## config.mk

```make
export PLATFORM = sky130hd
export DESIGN_NAME = ex_mem_pipe_reg
export DESIGN_NICKNAME = d
export VERILOG_FILES = /design/src/rtl/ex_mem_pipe_reg_pkg.sv /design/src/rtl/ex_mem_pipe_reg_hazard_cmp.sv /design/src/rtl/ex_mem_pipe_reg.sv
export SDC_FILE = /design/constraint.sdc
export NUM_CORES = 1
export LEC_CHECK = 0
export ABC_AREA = 1
export ABC_CLOCK_PERIOD_IN_PS = 2600
export CORE_ASPECT_RATIO = 1.75
export CORE_MARGIN = 3
export CORE_UTILIZATION = 43
export CTS_BUF_LIST = sky130_fd_sc_hd__clkbuf_8
export DETAILED_ROUTE_END_ITERATION = 10
export GPL_ROUTABILITY_DRIVEN = 1
export PLACE_DENSITY = 0.88
export SYNTH_ARGS = -nofsm -noshare
export SYNTH_HDL_FRONTEND = slang
export SYNTH_SLANG_ARGS = --single-unit
```

## constraint.sdc

```tcl
create_clock -name CLK -period 2.6 [get_ports CLK]
set_input_delay 0.26 -clock CLK [delete_from_list [all_inputs] [get_ports CLK]]
set_output_delay 0.26 -clock CLK [all_outputs]
set_load 0.005 [all_outputs]
```

## src/rtl/ex_mem_pipe_reg_pkg.sv

```systemverilog
// Shared encodings for the 5-stage pipeline: write-back source, RegDst select
// and the architecturally special register numbers.
package ex_mem_pipe_reg_pkg;

    localparam logic [1:0] WB_ALU = 2'b00;
    localparam logic [1:0] WB_MEM = 2'b01;
    localparam logic [1:0] WB_PC4 = 2'b10;

    localparam logic [1:0] RD_RT  = 2'b00;
    localparam logic [1:0] RD_RD  = 2'b01;
    localparam logic [1:0] RD_RA  = 2'b10;

    localparam logic [4:0] REG_ZERO = 5'd0;
    localparam logic [4:0] REG_RA   = 5'd31;

    // Register-file writes only count for real instructions that target a non-zero register.
    function automatic logic qual_regwrite(input logic regwrite, input logic valid,
                                           input logic wr_is_zero);
        return regwrite & valid & ~wr_is_zero;
    endfunction

endpackage

```

## src/rtl/ex_mem_pipe_reg_hazard_cmp.sv

```systemverilog
// Qualified register-number equality used for EX/MEM forwarding detection.
module ex_mem_pipe_reg_hazard_cmp #(
    parameter int REG_AW = 5
) (
    input  logic              i_en,
    input  logic [REG_AW-1:0] i_dst,
    input  logic [REG_AW-1:0] i_src,
    output logic              o_hit
);

    assign o_hit = i_en & (i_dst == i_src);

endmodule

```

## src/rtl/ex_mem_pipe_reg.sv

```systemverilog
// EX->MEM pipeline register with write qualification, bubble insertion on
// flush or invalid EX, and the EX/MEM forwarding / load-use indicators.
module ex_mem_pipe_reg
    import ex_mem_pipe_reg_pkg::*;
#(
    parameter int DATA_W = 32,
    parameter int REG_AW = 5
) (
    input  logic              CLK,
    input  logic              Reset,
    input  logic              Stall,
    input  logic              Flush,
    input  logic              ex_Valid,
    input  logic [REG_AW-1:0] ex_WriteReg,
    input  logic              ex_RegWrite,
    input  logic              ex_MemRead,
    input  logic              ex_MemWrite,
    input  logic [1:0]        ex_MemtoReg,
    input  logic [DATA_W-1:0] ex_ALUResult,
    input  logic [DATA_W-1:0] ex_StoreData,
    input  logic [DATA_W-1:0] ex_PCPlus4,
    input  logic [REG_AW-1:0] id_rs,
    input  logic [REG_AW-1:0] id_rt,
    output logic              mem_Valid,
    output logic [REG_AW-1:0] mem_WriteReg,
    output logic              mem_RegWrite,
    output logic              mem_MemRead,
    output logic              mem_MemWrite,
    output logic [1:0]        mem_MemtoReg,
    output logic [DATA_W-1:0] mem_ALUResult,
    output logic [DATA_W-1:0] mem_StoreData,
    output logic [DATA_W-1:0] mem_PCPlus4,
    output logic              FwdA_hit,
    output logic              FwdB_hit,
    output logic              LoadUse
);

    logic              r_valid;
    logic [REG_AW-1:0] r_wreg;
    logic              r_regwrite;
    logic              r_memread;
    logic              r_memwrite;
    logic [1:0]        r_memtoreg;
    logic [DATA_W-1:0] r_alu;
    logic [DATA_W-1:0] r_store;
    logic [DATA_W-1:0] r_pc4;

    logic w_bubble;
    logic w_wr_zero;
    logic w_fwd_a;
    logic w_fwd_b;

    // An invalid EX slot is captured exactly like a flush so no stale field leaks downstream.
    assign w_bubble  = Flush | ~ex_Valid;
    assign w_wr_zero = (ex_WriteReg == REG_AW'(REG_ZERO));

    always_ff @(posedge CLK) begin
        if (Reset || (w_bubble && (Flush || !Stall))) begin
            r_valid    <= 1'b0;
            r_wreg     <= '0;
            r_regwrite <= 1'b0;
            r_memread  <= 1'b0;
            r_memwrite <= 1'b0;
            r_memtoreg <= '0;
            r_alu      <= '0;
            r_store    <= '0;
            r_pc4      <= '0;
        end else if (!Stall) begin
            r_valid    <= 1'b1;
            r_wreg     <= ex_WriteReg;
            r_regwrite <= qual_regwrite(ex_RegWrite, ex_Valid, w_wr_zero);
            r_memread  <= ex_MemRead;
            r_memwrite <= ex_MemWrite;
            r_memtoreg <= ex_MemtoReg;
            r_alu      <= ex_ALUResult;
            r_store    <= ex_StoreData;
            r_pc4      <= ex_PCPlus4;
        end
    end

    assign mem_Valid     = r_valid;
    assign mem_WriteReg  = r_wreg;
    assign mem_RegWrite  = r_regwrite;
    assign mem_MemRead   = r_memread;
    assign mem_MemWrite  = r_memwrite;
    assign mem_MemtoReg  = r_memtoreg;
    assign mem_ALUResult = r_alu;
    assign mem_StoreData = r_store;
    assign mem_PCPlus4   = r_pc4;

    ex_mem_pipe_reg_hazard_cmp #(.REG_AW(REG_AW)) u_cmp_rs (
        .i_en  (r_regwrite),
        .i_dst (r_wreg),
        .i_src (id_rs),
        .o_hit (w_fwd_a)
    );

    ex_mem_pipe_reg_hazard_cmp #(.REG_AW(REG_AW)) u_cmp_rt (
        .i_en  (r_regwrite),
        .i_dst (r_wreg),
        .i_src (id_rt),
        .o_hit (w_fwd_b)
    );

    assign FwdA_hit = w_fwd_a;
    assign FwdB_hit = w_fwd_b;
    assign LoadUse  = r_memread & r_regwrite & (w_fwd_a | w_fwd_b);

endmodule

```

; Word level (Yosys, flattened, before mapping)
; Cells that the tools add are included.
[classes]
n_reduce_logical = 5
n_eq_ne = 2
bitwise = 10
[ops]
columns = operator, n
row1 = $eq 5x5->1, 2
row2 = $and 1x1->1, 6
row3 = $logic_not 5->1, 1
row4 = $logic_or 1x1->1, 2
row5 = $not 1->1, 2
row6 = $or 1x1->1, 2
row7 = $logic_and 1x1->1, 1
row8 = $logic_not 1->1, 1
[totals]
output_inout_bits = 110
register_bits = 107
word_cells = 26
input_bits = 121

; Depth between registers and ports, before layout
[logic_depth]
word_depth = 4
depth_mapped = 6
ltp_nobuf = 6

; By module
; From an unflattened synthesis, not the netlist that was laid out.
[unflattened]
hier_cells = 514
hier_area_um2 = 3897.5
[modules_own_cells]
columns = module, instances, seq_area_each_um2, cells_each, area_each_um2
row1 = ex_mem_pipe_reg, 1, 2142.1, 472, 3714.8
row2 = ex_mem_pipe_reg_hazard_cmp, 2, 0.0, 21, 91.3

; Worst setup path before layout
; No wires, ideal clock.
[synth_timing]
kind = register to output
startpoint = reg r_wreg[0] (netlist: mem_WriteReg[0])
endpoint = out LoadUse
required_time_ns = 2.340
arrival_time_ns = 0.862
path_stages_with_launch = 7
path_slack_ns = 1.478
path_cell_list = dfxtp_1 inv_1 nand2_1 nand2_1 nor2_1 nand3_1 a21oi_1
[synth_between]
elab_chain_len = 4
elab_cells_between_ends = 6
classes_between = eq/ne (2) / bitwise (4)
[synth_rtl]
columns = item, line
row1 = from (decl), ex_mem_pipe_reg.sv:39  ; logic [REG_AW-1:0] r_wreg;
row2 = from (signal assigned), ex_mem_pipe_reg.sv:70  ; r_wreg <= ex_WriteReg;
row3 = $eq 5x5->1, ex_mem_pipe_reg_hazard_cmp.sv:11  ; assign o_hit = i_en & (i_dst == i_src);
row4 = $and 1x1->1, ex_mem_pipe_reg_hazard_cmp.sv:11
row5 = $or 1x1->1 (*), ex_mem_pipe_reg.sv:107  ; assign LoadUse = r_memread & r_regwrite & (w_fwd_a | w_fwd_b);
row6 = $and 1x1->1 (*), ex_mem_pipe_reg.sv:107
row7 = to (decl), ex_mem_pipe_reg.sv:35  ; output logic LoadUse
; Mark *: on every way between the ends. The rest lies on a longest branch, timed or not.

; Final worst setup path
[layout_timing]
startpoint = reg r_wreg[1] (netlist: mem_WriteReg[1])
endpoint = out LoadUse
; Same word-level chain as after synthesis.

==> flow_summary_export.csv <==
group,metric,value,unit
status,status,"finished, final reports clean",
synthesis,synth_top_area_frac,0.520,
synthesis,synthTopCellsByArea,"dfxtp_1, nand2_1, a21oi_2",
power,power_frac_seq,0.530,
sta,min_period,2.15,ns
floorplanning,io_pins,231,
layout,finish.utilization,0.715,
cts,cts_buffer_depth,2,
synthesis,syn_avg_cell_area,7.89,um^2
cts,hold_buffers,0,
cts,post_cts.repair.setup_buffers,0,
sta,slew_headroom,0.334,
grt,grt_pass1_vias,4166,
power,power_density,489,nW/um^2
cts,cts_tree,"done",
synthesis,yosys_warnings,0,
layout,nets,853,
placement,dpl_cell_area,6380,um^2
cts,clockRootBuffer,"clkbuf_8",
cts,cts_resized,0,
sta,clock_skew,0,ns
drt,drt_wl_total,13100,um
floorplanning,start_util,0.447,
sta,rsz0062_at_grt,"no",
drt,route.detailed.drc,0,
floorplanning,die_area,10800,um^2
worst_setup_path,crit_start,"mem_WriteReg[1]",
synthesis,yosysSeqAreaShare,0.520,
sta,finalCritPeriodShare,0.829,
power,p_switching,0.781,mW
placement,gp_congestion,0.767,
power,p_clk_frac,0.320,
synthesis,syn_nets,643,
worst_setup_path,end_kind,"output pin",
cts,clock_latency,0.36,ns
sta,final.setup.tns,0,ns
run,cap_violations,0,
sta,timing.fmax,464,MHz
layout,drive_gt1_frac,0.0868,
worst_setup_path,cp.arrival,1.89,ns
drt,drt_iter0_drc,206,
grt,grt_overflow,0,
grt,grt_first_pass_wirelength,19900,um
drt,dr.pass1.iters,7,
power,ir_worst_vdd,0.453,mV
grt,antenna_found_initial,0,
worst_setup_path,critical_path_class,"register to output pin",
floorplanning,die_w,80.0,um
layout,diodes,0,
placement,io_buffers,230,
grt,grt_max_degree,107,
cts,cts_made_buffers,9,
power,internal_power,2.44,mW
drt,vias,4149,
floorplanning,die_y,135,um
power,power_leakage,2.41,nW
synthesis,yosysUniqueCellTypes,17,
floorplanning,rows,46,
sta,finalHoldViolations,0,
worst_hold_path,hold_start,"Stall",
drt,vias_per_cell,4.84,
cts,cts.sinks,107,
synthesis,ys_seq_elements,107,
grt,grtUsageTotal,0.234,
worst_setup_path,critPathLaunchType,"register",
power,p_comb_frac,0.150,
floorplanning,core_area,9210,um^2
worst_setup_path,crit_fanout,5,
worst_hold_path,hold_path.class,"input pin to register",
synthesis,synth_top_area_cell,"dfxtp_1",
drt,ant_nets,0,
sta,setup_viol,0,
layout,synthToLayoutAreaGrowth,59.8,%
layout,design_area,6580,um^2
cts,htreeDepth,3,
synthesis,syn_area,4120,um^2
worst_setup_path,cp.required,2.34,ns
placement,hpwl,9470,um
cts,path_clk_slew,0.10,ns
sta,tightest_slew,0.999,ns
synthesis,synthCells,522,
drt,avgRoutedWirePerCell,15.3,um
worst_setup_path,r2r-start,"mem_RegWrite",
power,swShare,0.243,
sta,maxSlewViolCount,0,
## final timing paths
path / slack (ns) / cells past startpoint / end
min: 0.43 / 3 / mem_MemWrite
max: 0.45 / 7 / LoadUse
max reg2reg: 1.79 / 2 / mem_RegWrite
min reg2reg: 0.47 / 2 / mem_PCPlus4[3]
## cell families after synthesis
group           Yosys count  share of synthesized area
buf+inv                  52                     0.0748
simple gates            251                      0.231
flops                   107                      0.520
compound gates          112                      0.174
## sequential cells by signal (all words and copies together) (netlist names)
signal         count
mem_RegWrite       1
mem_WriteReg       5
mem_Valid          1
mem_ALUResult     32
mem_MemWrite       1
mem_StoreData     32
mem_MemRead        1
mem_PCPlus4       32
mem_MemtoReg       2
## layer usage
metal,track usage,vias up,part of all wire
met5,0,-,0
met4,0.127,0,0.046
met3,0.0792,37,0.077
met2,0.418,169,0.53
met1,0.233,1882,0.35
li1,-,2061,-
## Yosys cell counts
cell	count
inv_4	1
nor2_1	14
nand2_1	232
buf_4	7
o21ai_0	2
buf_2	19
nor2_2	1
o211ai_1	1
inv_2	1
a21oi_2	40
nand3_1	3
dfxtp_1	107
o21a_1	1
inv_1	16
or2_2	1
a21oi_1	68
buf_6	8
## layout make-up
cell class,count,area (um^2)
Sequential cell,107,2140
Clock buffer,10,138
Clock inverter,6,63.8
Fill cell,723,2630
Timing Repair Buffer,233,2350
Tap cell,120,150
Inverter,18,72.6
Multi-Input combinational cell,363,1670
## per-stage QoR
stage               setup slack (ns)  hold slack [ns]  instances  total power, mW
finish                         0.445            0.434        857             3.22
global route                   0.264            0.431        857             3.36
CTS                            0.430            0.409        857             3.25
detailed placement             0.580            0.455        841             2.23
global placement               0.601            0.447        841             2.21
floorplan                       1.48            0.402        522             1.93
## power groups by stage
stage               combinational [mW]  clock, mW  sequential [mW]
finish                           0.483       1.03             1.71
global route                     0.521       1.12             1.71
CTS                              0.485       1.06             1.71
detailed placement               0.482          0             1.74
global placement                 0.472          0             1.74
floorplan                        0.182          0             1.75
## critical path, stage by stage, from the launching register on
cell	delay, ns
dfxtp_1	0.47
inv_1	0.09
nand2_1	0.07
nand2_1	0.06
nor2_1	0.10
nand3_1	0.08
a21oi_1	0.15
clkdlybuf4s50_1	0.52
## layout by cell type, fill, tap and decap left out, drive strengths merged
cell and instances:
nand2 232, clkinv 2, nand3 3, a21oi 108
clkinvlp 2, bufinv 1, or2 1, clkbuf 10
clkdlybuf4s50 229, o21ai 2, o21a 1, o211ai 1
nor2 15, buf 4, dfxtp 107, inv 19
(Power assumes the default switching activity.)
==> variant, RTL diff (config.mk and constraints unchanged) <==
Change the parameter `DATA_W` from 32 to 28.
--- a/src/rtl/ex_mem_pipe_reg.sv
+++ b/src/rtl/ex_mem_pipe_reg.sv
@@ -4,5 +4,5 @@
     import ex_mem_pipe_reg_pkg::*;
 #(
-    parameter int DATA_W = 32,
+    parameter int DATA_W = 28,
     parameter int REG_AW = 5
 ) (
Ports: changed (6 resized); port bits go from 231 to 207. No check against the original RTL was run, so the function may have changed too.
==> variant against the unedited design <==
Final area shrank 8.9%; critical path type unchanged; largest power group unchanged; worst setup slack got worse by 0.018 ns; wire length shrank 12%; sequential cell count is 12 lower; synthesized area down 8.8%; total power shrank 13%; first-iteration DRC count is 13% lower.
==> variant: results <==
[clocking]
cts-root-buf = "clkbuf_8"
cts_setup_buffers = 0
insertion_delay_ns = 0.35
cts_made_buffers = 9
htree_levels = 3
clkTransAtPathRegs_ns = 0.08
cts_resized = 0
clockBufferDepth = 2

[routing]
firstDrtPassIters = 4
avgRoutedWirePerCell_um = 14.7
vias = 3754
drt_iter0_markers = 179

[global_routing]
grt_max_degree = 64
antenna_found_initial = 0
track_usage_pct = 22.9
grt_pass1_wl_mm = 18.0

[timing]
worstMarginPinSlew_ns = 0.605
fin_skew_ns = 0

[layout]
nets = 771
n_antenna_cell = 0
fillers = 690
drive_gt1_share_pct = 12.0

[synthesis]
synth_nets = 580
synth.most_common_cell = "nand2_1"
synth.distinct_cells = 16
synth_commonest_cells = "nand2_1 (208), dfxtp_1 (95), a21oi_2 (60)"
synth_ff_type = "dfxtp_1"
synth-seq-area-share_pct = 50.6
synthArstFlopShare_pct = 0
ys_warn_count = 0
synthTopCellsByArea = "dfxtp_1 (51%), nand2_1 (21%), a21oi_2 (14%)"

[placed_design]
place_congestion = 0.814
place.detailed.hpwl_mm = 8.47
io_buffers = 206

[critical_path]
path_max_fanout = 4
arrival_ns = 1.91

[power_and_ir_drop]
leakagePower_nw = 2.19
ir_drop_mv = 0.308

[worst_hold_path]
hold_path.class = "in -> reg"

[status]
status = "finished, final reports clean"
==> variant: worst max-delay path, stage by stage, from the launching register on <==
cell,delay [ns]
dfxtp_1,0.43
inv_1,0.10
nand2_1,0.09
nand2_1,0.05
nor2_1,0.11
nand3_1,0.11
a21oi_1,0.16
clkdlybuf4s50_1,0.52
==> variant: area by class of cell <==
class	count	area (µm²)	share of cell area, %
Clock inverter	5	20.0	0.334
Sequential cell	95	1900	31.7
Multi-Input combinational cell	327	1590	26.5
Inverter	18	70.1	1.17
Tap cell	115	144	2.40
Timing Repair Buffer	211	2130	35.6
Clock buffer	10	138	2.30
==> variant: metrics by stage <==
stage / worst slack [ns] / cells / area, µm² / hold slack [ns] / utilization, %
6_report: 0.427 / 781 / 5990 / 0.439 / 71.2
5_1_grt: 0.329 / 781 / 5990 / 0.433 / 71.2
4_1_cts: 0.430 / 781 / 5990 / 0.422 / 71.2
3_5_place_dp: 0.560 / 766 / 5840 / 0.454 / 69.3
3_3_place_gp: 0.616 / 766 / 5840 / 0.444 / 69.3
2_1_floorplan: 1.48 / 471 / 3760 / 0.403 / -
==> variant: logic make-up (layout without fill, tap and decap cells) <==
family | Yosys count | count (layout) | share of synthesized area, %
simple gates | 227 | 227 | 22.9
buf+inv | 49 | 244 | 7.06
compound gates | 100 | 100 | 19.5
flops | 95 | 95 | 50.6
==> variant: final timing paths <==
kind	startpoint	to	slack [ns]	cells after the start
min	Stall	mem_ALUResult[21]	0.44	3
max reg2reg	mem_WriteReg[0]	mem_WriteReg[0]	1.87	2
min reg2reg	mem_StoreData[27]	mem_StoreData[27]	0.46	2
max	mem_WriteReg[0]	LoadUse	0.43	7
==> variant: per-layer routing <==
metal  vias up  track usage [%]  wire length, µm
li1       1861                -                -
met1      1730             24.6             4470
met2       141             41.8             6080
met3        22             6.47              670
met4         0             10.4              291
met5         -                0                0
==> variant: where the power goes <==
group	total (mW)	internal [mW]	switching [mW]
Sequential	1.52	1.49	0.0221
Combinational	0.447	0.260	0.187
Clock	0.826	0.354	0.471
